## config.mk

```make
export PLATFORM = sky130hd
export DESIGN_NAME = modn_counter
export DESIGN_NICKNAME = d
export VERILOG_FILES = /design/src/rtl/modn_counter.sv
export SDC_FILE = /design/constraint.sdc
export NUM_CORES = 1
export LEC_CHECK = 0
export CAP_MARGIN = 20
export CORE_AREA = 2 2 39 41
export CTS_CLUSTER_DIAMETER = 150
export DETAILED_ROUTE_END_ITERATION = 8
export DIE_AREA = 0 0 41 43
export PLACE_DENSITY = 0.66
export SLEW_MARGIN = 5
export SYNTH_ARGS = -nofsm -noshare
export SYNTH_HDL_FRONTEND = slang
export SYNTH_SLANG_ARGS = --single-unit
```

## constraint.sdc

```tcl
create_clock -name clk_i -period 1.33 [get_ports clk_i]
set_input_delay 0.266 -clock clk_i [delete_from_list [all_inputs] [get_ports clk_i]]
set_output_delay 0.266 -clock clk_i [all_outputs]
set_load 0.01 [all_outputs]
```

## src/rtl/modn_counter.sv

```systemverilog
// ---------------------------------------------------------------------------
// modn_counter
//
// Generic modulo-N digit stage for the clock datapath. Counts in the range
// 0 .. MODULUS-1, up or down, with synchronous clear and preset load. Stages
// cascade synchronously by feeding one stage's tc_o into the next stage's
// ena_i.
//
// Build option:
//   MODN_COUNTER_DOWN_EN  defined   -> dir_i selects up (0) or down (1)
//                         undefined -> dir_i is ignored, count up only
//   The port list is the same in both builds.
//
// Parameters:
//   WIDTH    counter width in bits
//   MODULUS  count range 0 .. MODULUS-1, legal for 2 <= MODULUS <= 2**WIDTH
//
// Ports:
//   clk_i    clock, rising edge
//   res_i    synchronous active-high reset
//   ena_i    count enable, one step per cycle
//   dir_i    0 = up, 1 = down
//   clr_i    synchronous clear to 0
//   load_i   synchronous preset from din_i
//   din_i    preset value
//   cnt_o    current count (registered)
//   tc_o     terminal count, combinational: the next enabled step wraps
//   carry_o  one-cycle pulse in the cycle after a wrap
//   err_o    one-cycle pulse in the cycle after an out-of-range load
// ---------------------------------------------------------------------------
module modn_counter #(
  parameter int WIDTH   = 4,
  parameter int MODULUS = 10
) (
  input  logic             clk_i,
  input  logic             res_i,
  input  logic             ena_i,
  input  logic             dir_i,
  input  logic             clr_i,
  input  logic             load_i,
  input  logic [WIDTH-1:0] din_i,
  output logic [WIDTH-1:0] cnt_o,
  output logic             tc_o,
  output logic             carry_o,
  output logic             err_o
);

  // Reject parameter combinations whose range cannot be represented.
  if ((MODULUS < 2) || (MODULUS > (2 ** WIDTH))) begin : g_bad_param
    $error("modn_counter: MODULUS=%0d is illegal for WIDTH=%0d", MODULUS, WIDTH);
  end

  // Compares run one bit wider than the counter so that MODULUS = 2**WIDTH
  // is representable.
  localparam int             MAXV    = MODULUS - 1;
  localparam logic [WIDTH:0] MOD_EXT = MODULUS[WIDTH:0];
  localparam logic [WIDTH:0] MAX_EXT = MAXV[WIDTH:0];
  localparam logic [WIDTH-1:0] MAX_CNT = MAXV[WIDTH-1:0];

`ifdef MODN_COUNTER_DOWN_EN
  localparam logic DOWN_EN = 1'b1;
`else
  localparam logic DOWN_EN = 1'b0;
`endif

  logic [WIDTH-1:0] cnt_q, cnt_d;
  logic             carry_q, carry_d;
  logic             err_q, err_d;

  logic             dirEff;
  logic [WIDTH:0]   cntExt;
  logic             atMax;
  logic             atZero;
  logic             outOfRange;
  logic             dinValid;

  // In the up-only build the direction input is masked to "up".
  assign dirEff     = dir_i & DOWN_EN;
  assign cntExt     = {1'b0, cnt_q};
  assign atMax      = (cntExt == MAX_EXT);
  assign atZero     = (cnt_q == '0);
  assign outOfRange = (cntExt >= MOD_EXT);
  assign dinValid   = ({1'b0, din_i} < MOD_EXT);

  // Terminal count depends only on ena/dir and the count register, so a
  // chain of stages ripples enables within one cycle. It is deliberately not
  // masked by clr/load because downstream stages see the same controls.
  assign tc_o = ena_i & ((~dirEff & atMax) | (dirEff & atZero));

  // Next-state logic, priority clr > load > ena (reset is handled in the
  // register). Pulses default low so they last exactly one cycle.
  always_comb begin
    cnt_d   = cnt_q;
    carry_d = 1'b0;
    err_d   = 1'b0;
    if (clr_i) begin
      cnt_d = '0;
    end else if (load_i) begin
      if (dinValid) begin
        cnt_d = din_i;
      end else begin
        err_d = 1'b1;
      end
    end else if (ena_i) begin
      if (outOfRange) begin
        // Recover from an upset state without signalling a wrap.
        cnt_d = '0;
      end else if (dirEff) begin
        if (atZero) begin
          cnt_d   = MAX_CNT;
          carry_d = 1'b1;
        end else begin
          cnt_d = cnt_q - WIDTH'(1);
        end
      end else begin
        if (atMax) begin
          cnt_d   = '0;
          carry_d = 1'b1;
        end else begin
          cnt_d = cnt_q + WIDTH'(1);
        end
      end
    end
  end

  // State register with synchronous reset; reset also drops any pending
  // carry/err pulse.
  always_ff @(posedge clk_i) begin
    if (res_i) begin
      cnt_q   <= '0;
      carry_q <= 1'b0;
      err_q   <= 1'b0;
    end else begin
      cnt_q   <= cnt_d;
      carry_q <= carry_d;
      err_q   <= err_d;
    end
  end

  assign cnt_o   = cnt_q;
  assign carry_o = carry_q;
  assign err_o   = err_q;

endmodule

```

Word-level counts from Yosys, hierarchy flattened

Index checks and enable logic that the tools add are counted.

Register bits after elaboration: 6
Input bits: 10
Output and inout bits: 7
Word-level logic and storage cells: 23

Add/sub/neg operators: 1
Order comparisons: 2
Equality and inequality tests: 2
Multiplexer cells: 7
Bitwise logic cells: 3
Reductions and logical operators: 5

Operators by type and width:

| cell                  | number |
|---|---|
| $mux W4               | 5 |
| $reduce_or A5 Y1      | 1 |
| $add A4 B1 Y4 const B | 1 |
| $eq A4 B4 Y1 const B  | 1 |
| $ge A4 B4 Y1 const B  | 1 |
| $lt A4 B4 Y1 const B  | 1 |
| $reduce_or A3 Y1      | 1 |
| $mux W1               | 2 |
| $ne A2 B1 Y1 const B  | 1 |
| $not A1 Y1            | 2 |
| $reduce_and A2 Y1     | 1 |
| $reduce_bool A2 Y1    | 1 |
| $reduce_or A2 Y1      | 1 |
| $and A1 B1 Y1         | 1 |

Logic depth before layout (Yosys ltp)

Word-level depth: 5
Depth in mapped cells: 4
Mapped depth without buffers: 3

Worst setup path before layout

No wires, ideal clock.

Path kind: register to register
From: register cnt_q[0], in the netlist cnt_o[0]
To: register cnt_q[1], in the netlist cnt_o[1]
Library setup time: 0.070 ns
Arrival: 1.292 ns
Data required time: 1.260 ns
Setup slack: -0.032 ns
Cell stages (with the launch flop): 4
Path buffers: 0
Period minus slack after synthesis: 1.362 ns
Path through: dfxtp_1 > or4b_1 > a211o_1 > a21oi_1

Longest elaborated chain between the ends: 5
Elaborated cells on any way between the ends: 7
Classes of those cells: add/sub: 1; order compare: 1; eq/ne: 1; mux: 4

Ends and longest elaborated chain:

| item                                          | line    | RTL |
|---|---|---|
| start, declared                               | 66      | `logic [WIDTH-1:0] cnt_q, cnt_d;` |
| start signal, assigned                        | 134     | `cnt_q <= cnt_d;` |
| $add A4 B1 Y4 or $eq A4 B4 Y1 (tied branches) | 120, 80 |  |
| $mux W4                                       | 116     | `if (atMax) begin` |
| $mux W4 *                                     | 105     | `if (outOfRange) begin` |
| $mux W4 *                                     | 104     | `end else if (ena_i) begin` |
| $mux W4 *                                     | 98      | `end else if (load_i) begin` |

Every way passes the cells marked *; elsewhere a longest branch is shown, timed or not. The select of a mux whose other input is x is not followed.
A chain may end at the register's enable or synchronous reset.

Worst setup path after layout

From: register cnt_q[1], in the netlist cnt_o[1]
To: register cnt_q[1], in the netlist cnt_o[1]

Same word-level chain as after synthesis.

==> results.cfg <==
[run_status]
status = completed

[floorplanning]
rows = 14
chipHeight_um = 43
pin_count = 17
start_util_pct = 26.3
die_area_um2 = 1760
die_w_um = 41
core_um2 = 1380

[placed_design]
port_buffers = 15
dp_slack_ns = -0.449
hpwl_um = 842
place.gp.congestion = 0.789

[synth]
synthesis.area_um2 = 364
syn_inst = 44
synth_fp_nets = 54
yosys_warnings = 0
synthArstFlopShare_pct = 0
ys_ff_latch = 6
ys_seq_area_share_pct = 33.0
synth_edf_count = 0
syn_area_per_cell_um2 = 8.27
synthFlopType = dfxtp_1
ys_types = 24

[global_route]
grt_max_degree = 15
antenna_found_initial = 0
overflow = 0
grt_pass1_vias = 422
grt_util_all_layers_pct = 15.9
grt_pass1_wl_mm = 1.78

[drt]
met3_length_um = 100
m1WireLength_um = 499
drtIter0Drc = 23
drt-total-wl_mm = 1.18
wl_met2_um = 553
wl_per_cell_um = 13.6
first_pass_iters = 4
ant_nets = 0
vias_per_cell = 5.31
num_vias = 462
top_layer = met4
route.detailed.drc = 0

[final_layout]
num-fill-cells = 149
n_antenna_cell = 0
drive_above_1_share_pct = 35.2
ff_latch_area_um2 = 124
multi_input_area_um2 = 249
layout_common_cells = 11 x buf_4, 7 x dlygate4sd2_1, 6 x nor2_1
fin_nets = 83
area_growth_pct = 77.7
final_common_cell = buf_4
fin_util_pct = 46.7

[clocking]
clock-sinks = 6
cts_root_buf = clkbuf_4
tritoncts = done
postCtsSetupRepairBufs = 0
clock_latency_ns = 0.26
numCtsBuffers = 3
clockBufferDepth = 2
ctsHtreeMaxLevel = 1
clkTransAtPathRegs_ns = 0.05

[sta]
fin_crit_sh_pct = 99.5
fin_crit_ns = 1.32
finClkSkew_ns = 0.00476
max_freq_mhz = 756
rsz0062_at_grt = yes
whs_ns = 0.385
tns_ns = 0
worst_slack_ns = 0.00649
setup_violations = 0
slew_viol_final = 0
finalHoldViolCount = 0
relSlewSlack_pct = 78.3
worst_pin_slew_ns = 0.317

[worst_setup_path]
crit_fanout = 4
crit_path_cell_trace = or4b_1, a211o_1, a21oi_2
cp_top_family = simple AND/OR/NAND/NOR gates
endpoint_kind = flop
critPathSlowestCell = or4b_1
path_class = flop to flop
critPathBufInv = 0
cp_data_arrival_time_ns = 1.52
slowest_delay_ns = 0.51
startpoint_type = flop
critPathRequiredTime_ns = 1.52

[pwr]
p_sw_mw = 0.146
clkPwrFrac_pct = 37.3
p_seq_share_pct = 38.4
swShare_pct = 28.9
combPwrFrac_pct = 24.3
power_mw = 0.504
powerDensity_nw_per_um2 = 779
vdd_ir_drop_max_mv = 0.365
leakage_nw = 0.299
intPower_mw = 0.358

[worst_hold_path]
hold_path.class = primary input to flop

[flow_run]
drv_cap = 0
sequential cells by signal, indices dropped and copies added (netlist names):
signal / flops
err_o: 1
cnt_o: 4
carry_o: 1
worst reg2reg max path, cell delays in order (launching register included):
cell	delay, ns
dfxtp_2	0.34
or4b_1	0.51
a211o_1	0.28
a21oi_2	0.13
synth_stat cells, types with 2 or more instances:
cell | number | area (um2)
nor4b_1 | 2 | 17.5
dfxtp_1 | 6 | 120
nand2_1 | 2 | 7.51
nor2_1 | 6 | 22.5
o21ai_0 | 2 | 10.0
nor3_1 | 2 | 10.0
a21oi_1 | 4 | 20.0
or2_2 | 2 | 12.5
a211oi_1 | 3 | 22.5
cell type report:
type	instances	area share, %
inverters	1	0.580
clock buffers	3	3.48
well taps	16	3.09
multi-input cells	35	38.5
flip-flops and latches	6	19.1
repair buffers	26	35.2
power by group through the flow:
stage / clock network [mW] / logic [mW] / registers (mW)
after floorplan: 0 / 0.0420 / 0.203
after global placement: 0 / 0.120 / 0.197
after detailed placement: 0 / 0.121 / 0.198
after CTS: 0.185 / 0.118 / 0.194
after global routing: 0.190 / 0.135 / 0.195
final: 0.188 / 0.123 / 0.194
final timing paths:
kind,to,slack (ns),startpoint,cells after the start
max,cnt_o[1],0.006,cnt_o[1],3
min,err_o,0.39,din_i[1],3
max reg2reg,cnt_o[1],0.006,cnt_o[1],3
min reg2reg,carry_o,0.66,cnt_o[0],2
stage by stage:
stage                     instances  cell area, um2
after floorplan                  44             368
after global placement           84             609
after detailed placement         84             609
after CTS                        87             631
after global routing             87             647
final                            87             647
metal layers:
layer	track usage (%)	up-vias
li1	-	227
met1	18.3	205
met2	24.1	25
met3	4.71	5
met4	10.0	0
met5	0	-
repair_timing:
item                                    in CTS  in global routing
gates resized for setup                     15                  4
hold buffers                                 0                  0
endpoints found under the setup margin       9                  5
pin swaps                                    4                  2
cell families (layout without fill, tap and decap cells):
family | after synthesis | after routing | synth area share, %
and+or+nand+nor | 19 | 19 | 32.6
DFF | 6 | 6 | 33.0
buffers and inverters | 3 | 30 | 4.12
AOI/OAI and AO/OA | 16 | 16 | 30.2
Power figures use the tool's default switching activity.
